$ cat src/rtl/motor_pkg.sv
// motor_pkg: shared definitions for the two-wheel motor drive.
//   - drive command encodings (stop / turn right / turn left / straight)
//   - H-bridge IN1/IN2 direction codes (forward, brake, coast)
//   - drive FSM state enum
//   - ramp and direction helper functions
package motor_pkg;

  localparam logic [1:0] CMD_STOP     = 2'b00;
  localparam logic [1:0] CMD_RIGHT    = 2'b01;
  localparam logic [1:0] CMD_LEFT     = 2'b10;
  localparam logic [1:0] CMD_STRAIGHT = 2'b11;

  localparam logic [1:0] DIR_FWD   = 2'b10;
  localparam logic [1:0] DIR_BRAKE = 2'b11;
  localparam logic [1:0] DIR_COAST = 2'b00;

  typedef enum logic [1:0] {
    ST_IDLE  = 2'b00,
    ST_RUN   = 2'b01,
    ST_BRAKE = 2'b10
  } state_t;

  // Move cur one step toward tgt, landing exactly on tgt when within one step.
  // Differences are only formed in the direction that cannot underflow.
  function automatic int unsigned ramp_toward(input int unsigned cur,
                                              input int unsigned tgt,
                                              input int unsigned step);
    int unsigned res;
    if (cur < tgt) begin
      if ((tgt - cur) <= step) res = tgt;
      else                     res = cur + step;
    end else if (cur > tgt) begin
      if ((cur - tgt) <= step) res = tgt;
      else                     res = cur - step;
    end else begin
      res = cur;
    end
    return res;
  endfunction

  // H-bridge code for one wheel given the FSM state and whether its duty is non-zero.
  function automatic logic [1:0] dir_code(input state_t st, input logic active);
    logic [1:0] d;
    case (st)
      ST_BRAKE: d = DIR_BRAKE;
      ST_RUN:   d = active ? DIR_FWD : DIR_COAST;
      default:  d = DIR_COAST;
    endcase
    return d;
  endfunction

endpackage

$ cat src/rtl/pwm_gen.sv
// pwm_gen: one PWM channel.
//   clk, rst      : clock, asynchronous active-high reset
//   i_duty        : requested duty (0..PWM_PERIOD), sampled only at counter wrap
//   i_en_nxt      : output enable for the coming cycle (gates the pulse to 0)
//   o_pwm         : registered PWM output, high while count < latched duty
//   o_active_nxt  : latched duty will be non-zero in the coming cycle
// Every instance resets its counter to 0 together, so channels stay phase-aligned.
module pwm_gen
  import motor_pkg::*;
#(
  parameter int PWM_PERIOD = 1024,
  parameter int DW         = $clog2(PWM_PERIOD + 1)
) (
  input  logic          clk,
  input  logic          rst,
  input  logic [DW-1:0] i_duty,
  input  logic          i_en_nxt,
  output logic          o_pwm,
  output logic          o_active_nxt
);

  localparam int            CW       = (PWM_PERIOD > 1) ? $clog2(PWM_PERIOD) : 1;
  localparam logic [CW-1:0] CNT_LAST = CW'(PWM_PERIOD - 1);

  logic [CW-1:0] r_cnt;
  logic [DW-1:0] r_duty_act;
  logic          r_pwm;
  logic [CW-1:0] w_cnt_nxt;
  logic [DW-1:0] w_duty_nxt;

  // Counter wrap and wrap-only duty latch, so a period is never cut short.
  always_comb begin
    w_cnt_nxt  = r_cnt;
    w_duty_nxt = r_duty_act;
    if (r_cnt == CNT_LAST) begin
      w_cnt_nxt  = '0;
      w_duty_nxt = i_duty;
    end else begin
      w_cnt_nxt  = r_cnt + CW'(1);
      w_duty_nxt = r_duty_act;
    end
  end

  // Output is registered from next-state values so it lines up with the counter.
  always_ff @(posedge clk or posedge rst) begin
    if (rst) begin
      r_cnt      <= '0;
      r_duty_act <= '0;
      r_pwm      <= 1'b0;
    end else begin
      r_cnt      <= w_cnt_nxt;
      r_duty_act <= w_duty_nxt;
      r_pwm      <= i_en_nxt && (DW'(w_cnt_nxt) < w_duty_nxt);
    end
  end

  assign o_pwm        = r_pwm;
  assign o_active_nxt = (w_duty_nxt != '0);

endmodule

$ cat src/rtl/motor_drive.sv
// motor_drive: two-wheel differential drive controller.
//   clk, rst                  : clock, asynchronous active-high reset
//   i_cmd                     : 00 stop, 01 turn right, 10 turn left, 11 straight
//   o_left_pwm, o_right_pwm   : motor enable PWM per wheel
//   o_left_dir, o_right_dir   : H-bridge IN1/IN2 (10 forward, 11 brake, 00 coast)
//   o_moving                  : high while in RUN
// A command must be stable for CMD_HOLD edges before it is acted on. Duties ramp
// toward per-wheel targets; stopping applies a timed short brake before IDLE.
module motor_drive
  import motor_pkg::*;
#(
  parameter int PWM_PERIOD   = 1024,
  parameter int DUTY_FAST    = 768,
  parameter int DUTY_SLOW    = 256,
  parameter int RAMP_STEP    = 32,
  parameter int RAMP_DIV     = 65536,
  parameter int CMD_HOLD     = 4,
  parameter int BRAKE_CYCLES = 50000
) (
  input  logic       clk,
  input  logic       rst,
  input  logic [1:0] i_cmd,
  output logic       o_left_pwm,
  output logic       o_right_pwm,
  output logic [1:0] o_left_dir,
  output logic [1:0] o_right_dir,
  output logic       o_moving
);

  localparam int DW  = $clog2(PWM_PERIOD + 1);
  localparam int HW  = $clog2(CMD_HOLD + 1);
  localparam int DVW = (RAMP_DIV > 1) ? $clog2(RAMP_DIV) : 1;
  localparam int BW  = (BRAKE_CYCLES > 1) ? $clog2(BRAKE_CYCLES) : 1;

  localparam logic [HW-1:0]  HOLD_MAX   = HW'(CMD_HOLD);
  localparam logic [DVW-1:0] DIV_LAST   = DVW'(RAMP_DIV - 1);
  localparam logic [BW-1:0]  BRAKE_LAST = BW'(BRAKE_CYCLES - 1);
  localparam logic [DW-1:0]  D_FAST     = DW'(DUTY_FAST);
  localparam logic [DW-1:0]  D_SLOW     = DW'(DUTY_SLOW);

  logic [1:0]     r_cmd_last;
  logic [HW-1:0]  r_hold_cnt;
  logic [1:0]     r_acc_cmd;
  logic [DVW-1:0] r_div_cnt;
  state_t         r_state;
  logic [BW-1:0]  r_brake_cnt;
  logic [DW-1:0]  r_left_cur;
  logic [DW-1:0]  r_right_cur;
  logic [1:0]     r_left_dir;
  logic [1:0]     r_right_dir;
  logic           r_moving;

  logic [HW-1:0]  w_hold_nxt;
  logic           w_tick;
  state_t         w_state_nxt;
  logic [BW-1:0]  w_brake_nxt;
  logic           w_run_nxt;
  logic [DW-1:0]  w_left_tgt;
  logic [DW-1:0]  w_right_tgt;
  logic [DW-1:0]  w_left_cur_nxt;
  logic [DW-1:0]  w_right_cur_nxt;
  logic           w_left_act_nxt;
  logic           w_right_act_nxt;

  // Count consecutive edges on which the same command was sampled.
  always_comb begin
    w_hold_nxt = r_hold_cnt;
    if (i_cmd != r_cmd_last) begin
      w_hold_nxt = HW'(1);
    end else if (r_hold_cnt < HOLD_MAX) begin
      w_hold_nxt = r_hold_cnt + HW'(1);
    end else begin
      w_hold_nxt = r_hold_cnt;
    end
  end

  assign w_tick = (r_div_cnt == DIV_LAST);

  // Drive FSM; BRAKE runs to completion regardless of the accepted command.
  always_comb begin
    w_state_nxt = r_state;
    w_brake_nxt = r_brake_cnt;
    case (r_state)
      ST_IDLE: begin
        if (r_acc_cmd != CMD_STOP) w_state_nxt = ST_RUN;
        else                       w_state_nxt = ST_IDLE;
      end
      ST_RUN: begin
        if (r_acc_cmd == CMD_STOP) begin
          w_state_nxt = ST_BRAKE;
          w_brake_nxt = '0;
        end else begin
          w_state_nxt = ST_RUN;
        end
      end
      ST_BRAKE: begin
        if (r_brake_cnt == BRAKE_LAST) begin
          w_state_nxt = ST_IDLE;
          w_brake_nxt = '0;
        end else begin
          w_brake_nxt = r_brake_cnt + BW'(1);
        end
      end
      default: begin
        w_state_nxt = ST_IDLE;
        w_brake_nxt = '0;
      end
    endcase
  end

  assign w_run_nxt = (w_state_nxt == ST_RUN);

  // Per-wheel duty targets from the accepted command.
  always_comb begin
    w_left_tgt  = '0;
    w_right_tgt = '0;
    case (r_acc_cmd)
      CMD_STRAIGHT: begin w_left_tgt = D_FAST; w_right_tgt = D_FAST; end
      CMD_LEFT:     begin w_left_tgt = D_SLOW; w_right_tgt = D_FAST; end
      CMD_RIGHT:    begin w_left_tgt = D_FAST; w_right_tgt = D_SLOW; end
      default:      begin w_left_tgt = '0;     w_right_tgt = '0;     end
    endcase
  end

  // Ramp only while staying in RUN; leaving RUN (into BRAKE) zeroes both duties at once.
  always_comb begin
    w_left_cur_nxt  = '0;
    w_right_cur_nxt = '0;
    if ((r_state == ST_RUN) && w_run_nxt) begin
      if (w_tick) begin
        w_left_cur_nxt  = DW'(ramp_toward(32'(r_left_cur),  32'(w_left_tgt),  32'(RAMP_STEP)));
        w_right_cur_nxt = DW'(ramp_toward(32'(r_right_cur), 32'(w_right_tgt), 32'(RAMP_STEP)));
      end else begin
        w_left_cur_nxt  = r_left_cur;
        w_right_cur_nxt = r_right_cur;
      end
    end else begin
      w_left_cur_nxt  = '0;
      w_right_cur_nxt = '0;
    end
  end

  // State, filter, ramp divider and duty registers; outputs registered from next state.
  always_ff @(posedge clk or posedge rst) begin
    if (rst) begin
      r_cmd_last  <= 2'b00;
      r_hold_cnt  <= '0;
      r_acc_cmd   <= CMD_STOP;
      r_div_cnt   <= '0;
      r_state     <= ST_IDLE;
      r_brake_cnt <= '0;
      r_left_cur  <= '0;
      r_right_cur <= '0;
      r_left_dir  <= DIR_COAST;
      r_right_dir <= DIR_COAST;
      r_moving    <= 1'b0;
    end else begin
      r_cmd_last  <= i_cmd;
      r_hold_cnt  <= w_hold_nxt;
      if (w_hold_nxt == HOLD_MAX) r_acc_cmd <= i_cmd;
      r_div_cnt   <= w_tick ? '0 : (r_div_cnt + DVW'(1));
      r_state     <= w_state_nxt;
      r_brake_cnt <= w_brake_nxt;
      r_left_cur  <= w_left_cur_nxt;
      r_right_cur <= w_right_cur_nxt;
      r_left_dir  <= dir_code(w_state_nxt, w_left_act_nxt);
      r_right_dir <= dir_code(w_state_nxt, w_right_act_nxt);
      r_moving    <= w_run_nxt;
    end
  end

  pwm_gen #(.PWM_PERIOD(PWM_PERIOD), .DW(DW)) u_pwm_left (
    .clk          (clk),
    .rst          (rst),
    .i_duty       (r_left_cur),
    .i_en_nxt     (w_run_nxt),
    .o_pwm        (o_left_pwm),
    .o_active_nxt (w_left_act_nxt)
  );

  pwm_gen #(.PWM_PERIOD(PWM_PERIOD), .DW(DW)) u_pwm_right (
    .clk          (clk),
    .rst          (rst),
    .i_duty       (r_right_cur),
    .i_en_nxt     (w_run_nxt),
    .o_pwm        (o_right_pwm),
    .o_active_nxt (w_right_act_nxt)
  );

  assign o_left_dir  = r_left_dir;
  assign o_right_dir = r_right_dir;
  assign o_moving    = r_moving;

endmodule

$ cat config.mk
export PLATFORM = sky130hd
export DESIGN_NAME = motor_drive
export DESIGN_NICKNAME = d
export VERILOG_FILES = /design/src/rtl/motor_pkg.sv /design/src/rtl/pwm_gen.sv /design/src/rtl/motor_drive.sv
export SDC_FILE = /design/constraint.sdc
export NUM_CORES = 1
export LEC_CHECK = 0
export ABC_CLOCK_PERIOD_IN_PS = 4600
export BUFFER_PORTS_ARGS = -buffer_cell sky130_fd_sc_hd__buf_2
export CAP_MARGIN = 10
export CORE_AREA = 2 2 123 125
export CTS_BUF_LIST = sky130_fd_sc_hd__clkbuf_8
export CTS_CLUSTER_SIZE = 30
export DETAILED_ROUTE_END_ITERATION = 6
export DIE_AREA = 0 0 125 127
export RECOVER_POWER = 25
export SLEW_MARGIN = 20
export SYNTH_ARGS = -nofsm -noshare
export SYNTH_HDL_FRONTEND = slang
export SYNTH_SLANG_ARGS = --single-unit
$ cat constraint.sdc
create_clock -name clk -period 4.6 [get_ports clk]
set_clock_uncertainty 0.1 [all_clocks]
set_input_delay 0.23 -clock clk [delete_from_list [all_inputs] [get_ports clk]]
set_output_delay 0.23 -clock clk [all_outputs]
set_load 0.01 [all_outputs]
# Word level (Yosys, flattened, before mapping)
# Index checks and enable logic that the tools add are counted.
dict set report totals {
  register_bits 112
  output_inout_bits 7
  elab_cells 104
  inputBits 4
}
dict set report op_classes {
  addsub 13
  n_reduce_logical 13
  n_bitwise 1
  eq_ne 17
  mux 32
  n_lt_le_gt_ge 11
}
# cell n
set ops {}
lappend ops {{11-bit 2-to-1 mux} 14}
lappend ops {{32-bit by 6-bit <= comparator with 1-bit output, second input constant} 4}
lappend ops {{16-bit 2-to-1 mux} 3}
lappend ops {{16-bit case mux with 3 select lines} 1}
lappend ops {{11-bit by 11-bit subtractor with 12-bit output} 4}
lappend ops {{10-bit case mux with 2 select lines} 2}
lappend ops {{16-bit by 1-bit adder with 16-bit output, second input constant} 2}
lappend ops {{16-bit equality test, second input constant} 2}
lappend ops {{11-bit by 6-bit adder with 11-bit output, second input constant} 2}
lappend ops {{11-bit > comparator} 2}
lappend ops {{10-bit by 11-bit < comparator with 1-bit output} 2}
lappend ops {{11-bit < comparator} 2}
lappend ops {{11-bit nonzero test} 2}
lappend ops {{11-bit by 6-bit subtractor with 11-bit output, second input constant} 2}
lappend ops {{10-bit by 1-bit adder with 10-bit output, second input constant} 2}
lappend ops {{10-bit equality test, second input constant} 2}
lappend ops {{10-bit 2-to-1 mux} 2}
lappend ops {{2-bit equality test, second input constant} 4}
lappend ops {{2-bit 2-to-1 mux} 4}
lappend ops {{2-bit case mux with 2 select lines} 2}
lappend ops {{2-bit by 1-bit equality test with 1-bit output, second input constant} 3}
lappend ops {{3-bit 2-to-1 mux} 2}
lappend ops {{3-bit by 1-bit inequality test with 1-bit output, second input constant} 2}
lappend ops {{2-bit case mux with 3 select lines} 1}
lappend ops {{12 further kinds} 19}

# Longest topological paths before layout
dict set report depth {
  ltp_word 10
  depth_mapped 14
  depth_no_buf 13
}

# By module
# Synthesis repeated with hierarchy kept, for this count alone.
dict set report hier_totals {
  cells_unflattened 626
  area_unflattened_um2 6108.4
}
# mod seq_area_each_um2 cells_per_inst area_per_inst_um2 instances
set by_module_without_submodules {}
lappend by_module_without_submodules {motor_drive 1426.4 394 3631.0 1}
lappend by_module_without_submodules {pwm_gen 550.5 116 1238.7 2}

# Worst setup path after synthesis
# OpenSTA, ideal clock, no wires.
dict set report synth_timing {
  kind {register to register}
  startpoint {register r_brake_cnt[12]}
  endpoint {register r_left_cur[10]}
  slack_ps 970
  period_less_slack_ps 3630
  required_ps 4436
  path_buffers 3
  path_stages_with_launch 15
  arrival_ps 3466
  setup_time_ps 64
  cell_sequence {dfrtp_1 > buf_6 > or4_1 > or4_4 > o21ai_4 > buf_6 > o21a_1 > ha_1 > nand2_1 > or2_2 > clkbuf_1 > or4b_4 > o21bai_4 > a21oi_2 > a21o_1}
}
dict set report synth_via {
  elab_chain_cells 7
  word_cells_on_any_way 9
  cone_classes {4 x eq/ne; 3 x mux; 2 x reduce/logical}
}
# element line_no
set synth_rtl {}
lappend synth_rtl {{start, declared} motor_drive.sv:46} ;# logic [BW-1:0] r_brake_cnt;
lappend synth_rtl {{start signal, assigned} motor_drive.sv:163} ;# r_brake_cnt <= w_brake_nxt;
lappend synth_rtl {{16-bit equality test (*)} motor_drive.sv:97} ;# if (r_brake_cnt == BRAKE_LAST) begin
lappend synth_rtl {{2-bit 2-to-1 mux (*)} motor_drive.sv:97}
lappend synth_rtl {{2-bit case mux with 3 select lines (*)} motor_drive.sv:83} ;# case (r_state)
lappend synth_rtl {{2-bit by 1-bit equality test with 1-bit output (*)} motor_drive.sv:111} ;# assign w_run_nxt = (w_state_nxt == ST_RUN);
lappend synth_rtl {{via u_pwm_left.i_en_nxt} pwm_gen.sv:17} ;# input logic i_en_nxt,
lappend synth_rtl {{1-bit logical AND (*)} motor_drive.sv:129} ;# if ((r_state == ST_RUN) && w_run_nxt) begin
lappend synth_rtl {{3-bit by 1-bit inequality test with 1-bit output (no line) / 2-bit inequality test (equally long branches)} --}
lappend synth_rtl {{2-bit AND reduction (no line)} --}
lappend synth_rtl {{end signal, assigned} motor_drive.sv:164} ;# r_left_cur <= w_left_cur_nxt;
lappend synth_rtl {{end, declared} motor_drive.sv:47} ;# logic [DW-1:0] r_left_cur;
# The timed path passes the listed nets; every way through them passes the cells marked *.
# A chain may end at the register's enable or synchronous reset.

# Worst setup path after layout
dict set report layout_timing {
  startpoint {register r_brake_cnt[12]}
  endpoint {register r_right_cur[9]}
}
dict set report layout_via {
  elab_chain_cells 7
  word_cells_on_any_way 9
  cone_classes {4 x eq/ne; 3 x mux; 2 x reduce/logical}
}
# element line_no
set layout_rtl {}
lappend layout_rtl {{16-bit equality test (*)} motor_drive.sv:97}
lappend layout_rtl {{2-bit 2-to-1 mux (*)} motor_drive.sv:97}
lappend layout_rtl {{2-bit case mux with 3 select lines (*)} motor_drive.sv:83}
lappend layout_rtl {{2-bit by 1-bit equality test with 1-bit output (*)} motor_drive.sv:111}
lappend layout_rtl {{via u_pwm_left.i_en_nxt} pwm_gen.sv:17}
lappend layout_rtl {{1-bit logical AND (*)} motor_drive.sv:129}
lappend layout_rtl {{3-bit by 1-bit inequality test with 1-bit output (no line) / 2-bit inequality test (equally long branches)} --}
lappend layout_rtl {{2-bit AND reduction (no line)} --}
lappend layout_rtl {{end signal, assigned} motor_drive.sv:165} ;# r_right_cur <= w_right_cur_nxt;
lappend layout_rtl {{end, declared} motor_drive.sv:48} ;# logic [DW-1:0] r_right_cur;
# Marked as above.

==> results <==
- The flow ran to the end, but the final reports show violations.
- The final reports fail on capacitance limit, slew limit.
- Of the cells placed in the final design, the portion with a size suffix greater than 1 is 6.40%.
- The endpoint required time on the critical path is between 4 and 5 ns.
- Summed over all nets, the half-perimeter wirelength after detailed placement is roughly 8500 µm.
- The endpoint type of the worst setup path is a flop.
- Clock latency on the worst-skew pair, taken at its later pin, is a little under 0.4 ns.
- Static timing analysis puts the maximum clock frequency at around 0.28 GHz.
- The worst setup path is launched from a flop.
- Synthesis produced 593 cells.
- The final period utilization is about four fifths.
- The layout overhead on the synthesized area is 7.21%.
- In the final design database the tool counted approximately 650 nets.
- Data arrives at the worst endpoint at approximately 3.8 ns.
- The first TritonRoute pass finished after 4 iterations.
- 0 antenna diodes ended up in the layout.
- The worst-case IR drop observed on VDD is approximately 150 µV.
- In this run the power density over the cells is around 390 mW/mm².
- The initialized floorplan defines 44 standard-cell rows.
- Yosys printed 0 warnings.
- The via count of the first global-routing pass is 4369.
- Setup violations remaining at the end of the flow were counted as 0.
- The number of cells on the worst reg-to-reg path is 10.
- The relative contribution of sequential cells to total power is 41.0%.
- The H-tree was split into 3 levels.
- The capture endpoint of the worst hold path is u_pwm_left.r_duty_act[4].
- The mapped netlist covers 0.00575 mm².
- Across all hold checks on the routed design, the worst slack comes to between 0.3 and 0.4 ns.
- The top fanout value on the critical path is 8.
- The die area is about 0.016 mm².
- The overall via count from detail_route is about 4300.
- The average instance in the mapped netlist occupies just under 10 µm².
- By startpoint and endpoint, the worst setup path is classified as reg2reg.
- Cell internal power was estimated by the tool at 1.48 mW.
- Clock-pin slew was measured on the worst setup and hold paths at around 0.10 ns.
- The share of synthesized area occupied by flip-flops and latches is roughly 44%.
- The library cells used most frequently in the layout, excluding fill and tap cells, are dfrtp_1, nand2_1, nor2_1.
- The number of buffers added on ports is 10.
- The class of the most critical hold timing path is reg2reg.
- The switching power is 0.904 mW.
- The number of setup buffers added after CTS is 0.
- The floorplan die height is ~130 µm.
- The buffer levels on the longest clock path is 2.
- The filler cells instantiated in the layout total 1406.
- The setup TNS is 0 ns.
- The I/O pin count is 11.
- In this run the critical register-to-register path is launched from r_brake_cnt[12].
- Global routing used roughly 16% of the available tracks.
- The setup slack of the most critical reg-to-reg path is between 0.9 and 1 ns.
- Clock tree synthesis selected as its root buffer the cell clkbuf_8.
- The final critical-path required period is about 3.6 ns.
- At the end of routability-driven placement, the weighted congestion stood at around 0.84.
- The number of clock buffers inserted by TritonCTS is 9.
- The die is around 130 µm wide.
- The slew of the pin with the lowest slew margin is roughly 2.7 ns.
- The detailed-route wire length is roughly 12000 µm.
- Dividing the detail-routed via count by the number of cells gives about 5.4.
- The effective utilization at floorplan is roughly two fifths.
- The total congestion overflow is 0.
- In this run, distinct cell masters in the synthesized netlist total 71.
- The tree built by TritonCTS fans out to just over 100 sinks.
- The share of synthesized registers carrying an async set or reset is 100%.
- After detailed routing, the average wire length per cell comes to around 15 µm.
- The number of antenna violations at the first check in global routing is 0.
- The area fraction of the dominant cell type after synthesis is between 40% and 50%.
- In this run, the number of DRC markers left after iteration 0 of detailed routing was roughly 210.
- Across the run, the number of max-cap violations was 1.
- The worst hold path passes through 2 cells.
- The residual DRC count is 0.
- The worst hold path begins at u_pwm_left.r_duty_act[4].
- The terminus of the critical flop-to-flop path is r_right_cur[9].
- By area the synthesized netlist is led by dfrtp_1, ha_1, nand2_1.
- After synthesis the netlist holds a flip-flop and latch count of between 100 and 150.
- The number of antenna-violating nets in the routed design is 0.
- The number of hold-slack violations in the final timing report is 0.
- Setup repair after global routing left no endpoint under its margin.
- Leaving out fill and tap cells, the most frequent cell in the layout is dfrtp_1.
- The core region is 0.0144 mm².
- The number of max-slew violations in the final report is between 70 and 80.
- TritonCTS built the clock tree.
- The standby leakage power is around 2.9 nW.
- The share of total power consumed by net switching is between 30% and 40%.
- The first global-routing pass estimated just over 20000 µm of wire.
- The combinational group share of total power is a little under two fifths.
- The number of synthesized flops with an enable pin is 0.
- The synthesized design spends more area on one cell type than any other, namely dfrtp_1.
- The net count of the mapped netlist is between 600 and 700.
- In this run the tightest slew margin relative to its limit is -80.0%.
- Entering global routing, the biggest net connects 73 pins.
- The primary flip-flop cell chosen by synthesis mapping is dfrtp_1.
- The clock network burns 21.9% of the power.
-- power by group through the flow --
stage | clock network, mW | logic, mW | registers (mW)
detailed placement | 0 | 0.882 | 0.994
CTS | 0.546 | 0.888 | 0.976
global placement | 0 | 0.848 | 0.991
finish | 0.523 | 0.882 | 0.976
floorplan | 0 | 0.692 | 0.982
global route | 0.584 | 1.00 | 0.985
-- metal layers --
layer	up-vias	track usage (%)	routed length [µm]
met5	-	0	0
met4	0	7.39	287
met3	17	2.30	301
met2	56	25.4	5400
met1	2082	20.9	5610
li1	2115	-	-
-- worst max path at each step --
stage               slack, ns             from  depth (start not counted)             end
detailed placement       1.03  r_brake_cnt[12]                         11  r_left_cur[10]
CTS                      1.00  r_brake_cnt[12]                         11  r_left_cur[10]
floorplan                0.97  r_brake_cnt[12]                         14  r_left_cur[10]
finish                   0.99  r_brake_cnt[12]                         10  r_right_cur[9]
global placement         1.08   r_brake_cnt[4]                         11  r_left_cur[10]
global route             0.68   r_brake_cnt[4]                         10  r_right_cur[9]
-- kinds of logic (layout without fill, tap and decap cells) --
family / count (synthesis) / count (layout) / share of synthesized area, %
buffers and inverters: 59 / 75 / 4.25
AOI/OAI and AO/OA: 112 / 112 / 13.5
and+or+nand+nor: 223 / 223 / 19.7
xor gates and xnor gates: 36 / 36 / 5.49
muxes: 19 / 19 / 3.44
DFF: 101 / 101 / 44.0
adders and majority gates: 43 / 43 / 9.63
-- flip-flops by register name (all words and copies together), names as in the netlist, 3 cells and up --
| signal | cells |
|---|---|
| r_brake_cnt | 16 |
| r_div_cnt | 16 |
| r_hold_cnt | 3 |
| r_left_cur | 6 |
| r_right_cur | 6 |
| u_pwm_left.r_cnt | 10 |
| u_pwm_left.r_duty_act | 11 |
| u_pwm_right.r_cnt | 10 |
| u_pwm_right.r_duty_act | 11 |
-- critical path, cell delays in order, from the launching register on --
cell	delay [ns]
dfrtp_1	0.48
or4_1	0.49
or4_4	0.51
o21ai_4	0.14
o21a_1	0.16
ha_1	0.28
nand2_1	0.10
or2_2	0.34
nor4_2	0.57
o21ai_0	0.22
o21ai_1	0.15
-- timing repair --
action,4_1_cts,5_1_grt
endpoints found under the hold margin,73,0
hold buffers,3,0
gates resized for setup,0,0
-- through the flow --
stage	util [%]	power (mW)	setup slack (ns)	std cells	cell area, µm²
floorplan	-	1.67	0.970	593	5750
global placement	41.4	1.84	1.08	774	5970
detailed placement	41.4	1.88	1.03	774	5970
CTS	42.8	2.41	1.00	793	6180
global route	42.7	2.57	0.678	793	6160
finish	42.7	2.38	0.994	793	6160
-- cells in the mapped netlist (all sizes together) (3+ instances only) --
library cell  count
mux2i            13
a31oi             6
or3               9
o31ai             6
and2              5
nor2b             8
or2               3
a21oi            16
o21ai            40
o31a              3
and3             13
a21o              7
or4               3
o211ai            3
nor2             53
inv              43
dfrtp           101
xnor2            18
nand4            10
nor3             12
nand3            29
xor2             18
buf               6
nor4              6
ha               41
o21bai            3
clkbuf           10
nand2b            5
nand2            54
o21a              3
o311ai            3
mux2              6
-- area by class of cell --
cell class              count  area [µm²]  area share (%)
well taps                 184         230            3.74
flip-flops and latches    101        2530            41.0
clock inverters             6        38.8           0.630
multi-input cells         433        2970            48.3
repair buffers             16        91.3            1.48
clock buffers              10         138            2.23
inverters                  43         161            2.62
(Power assumes the default switching activity.)
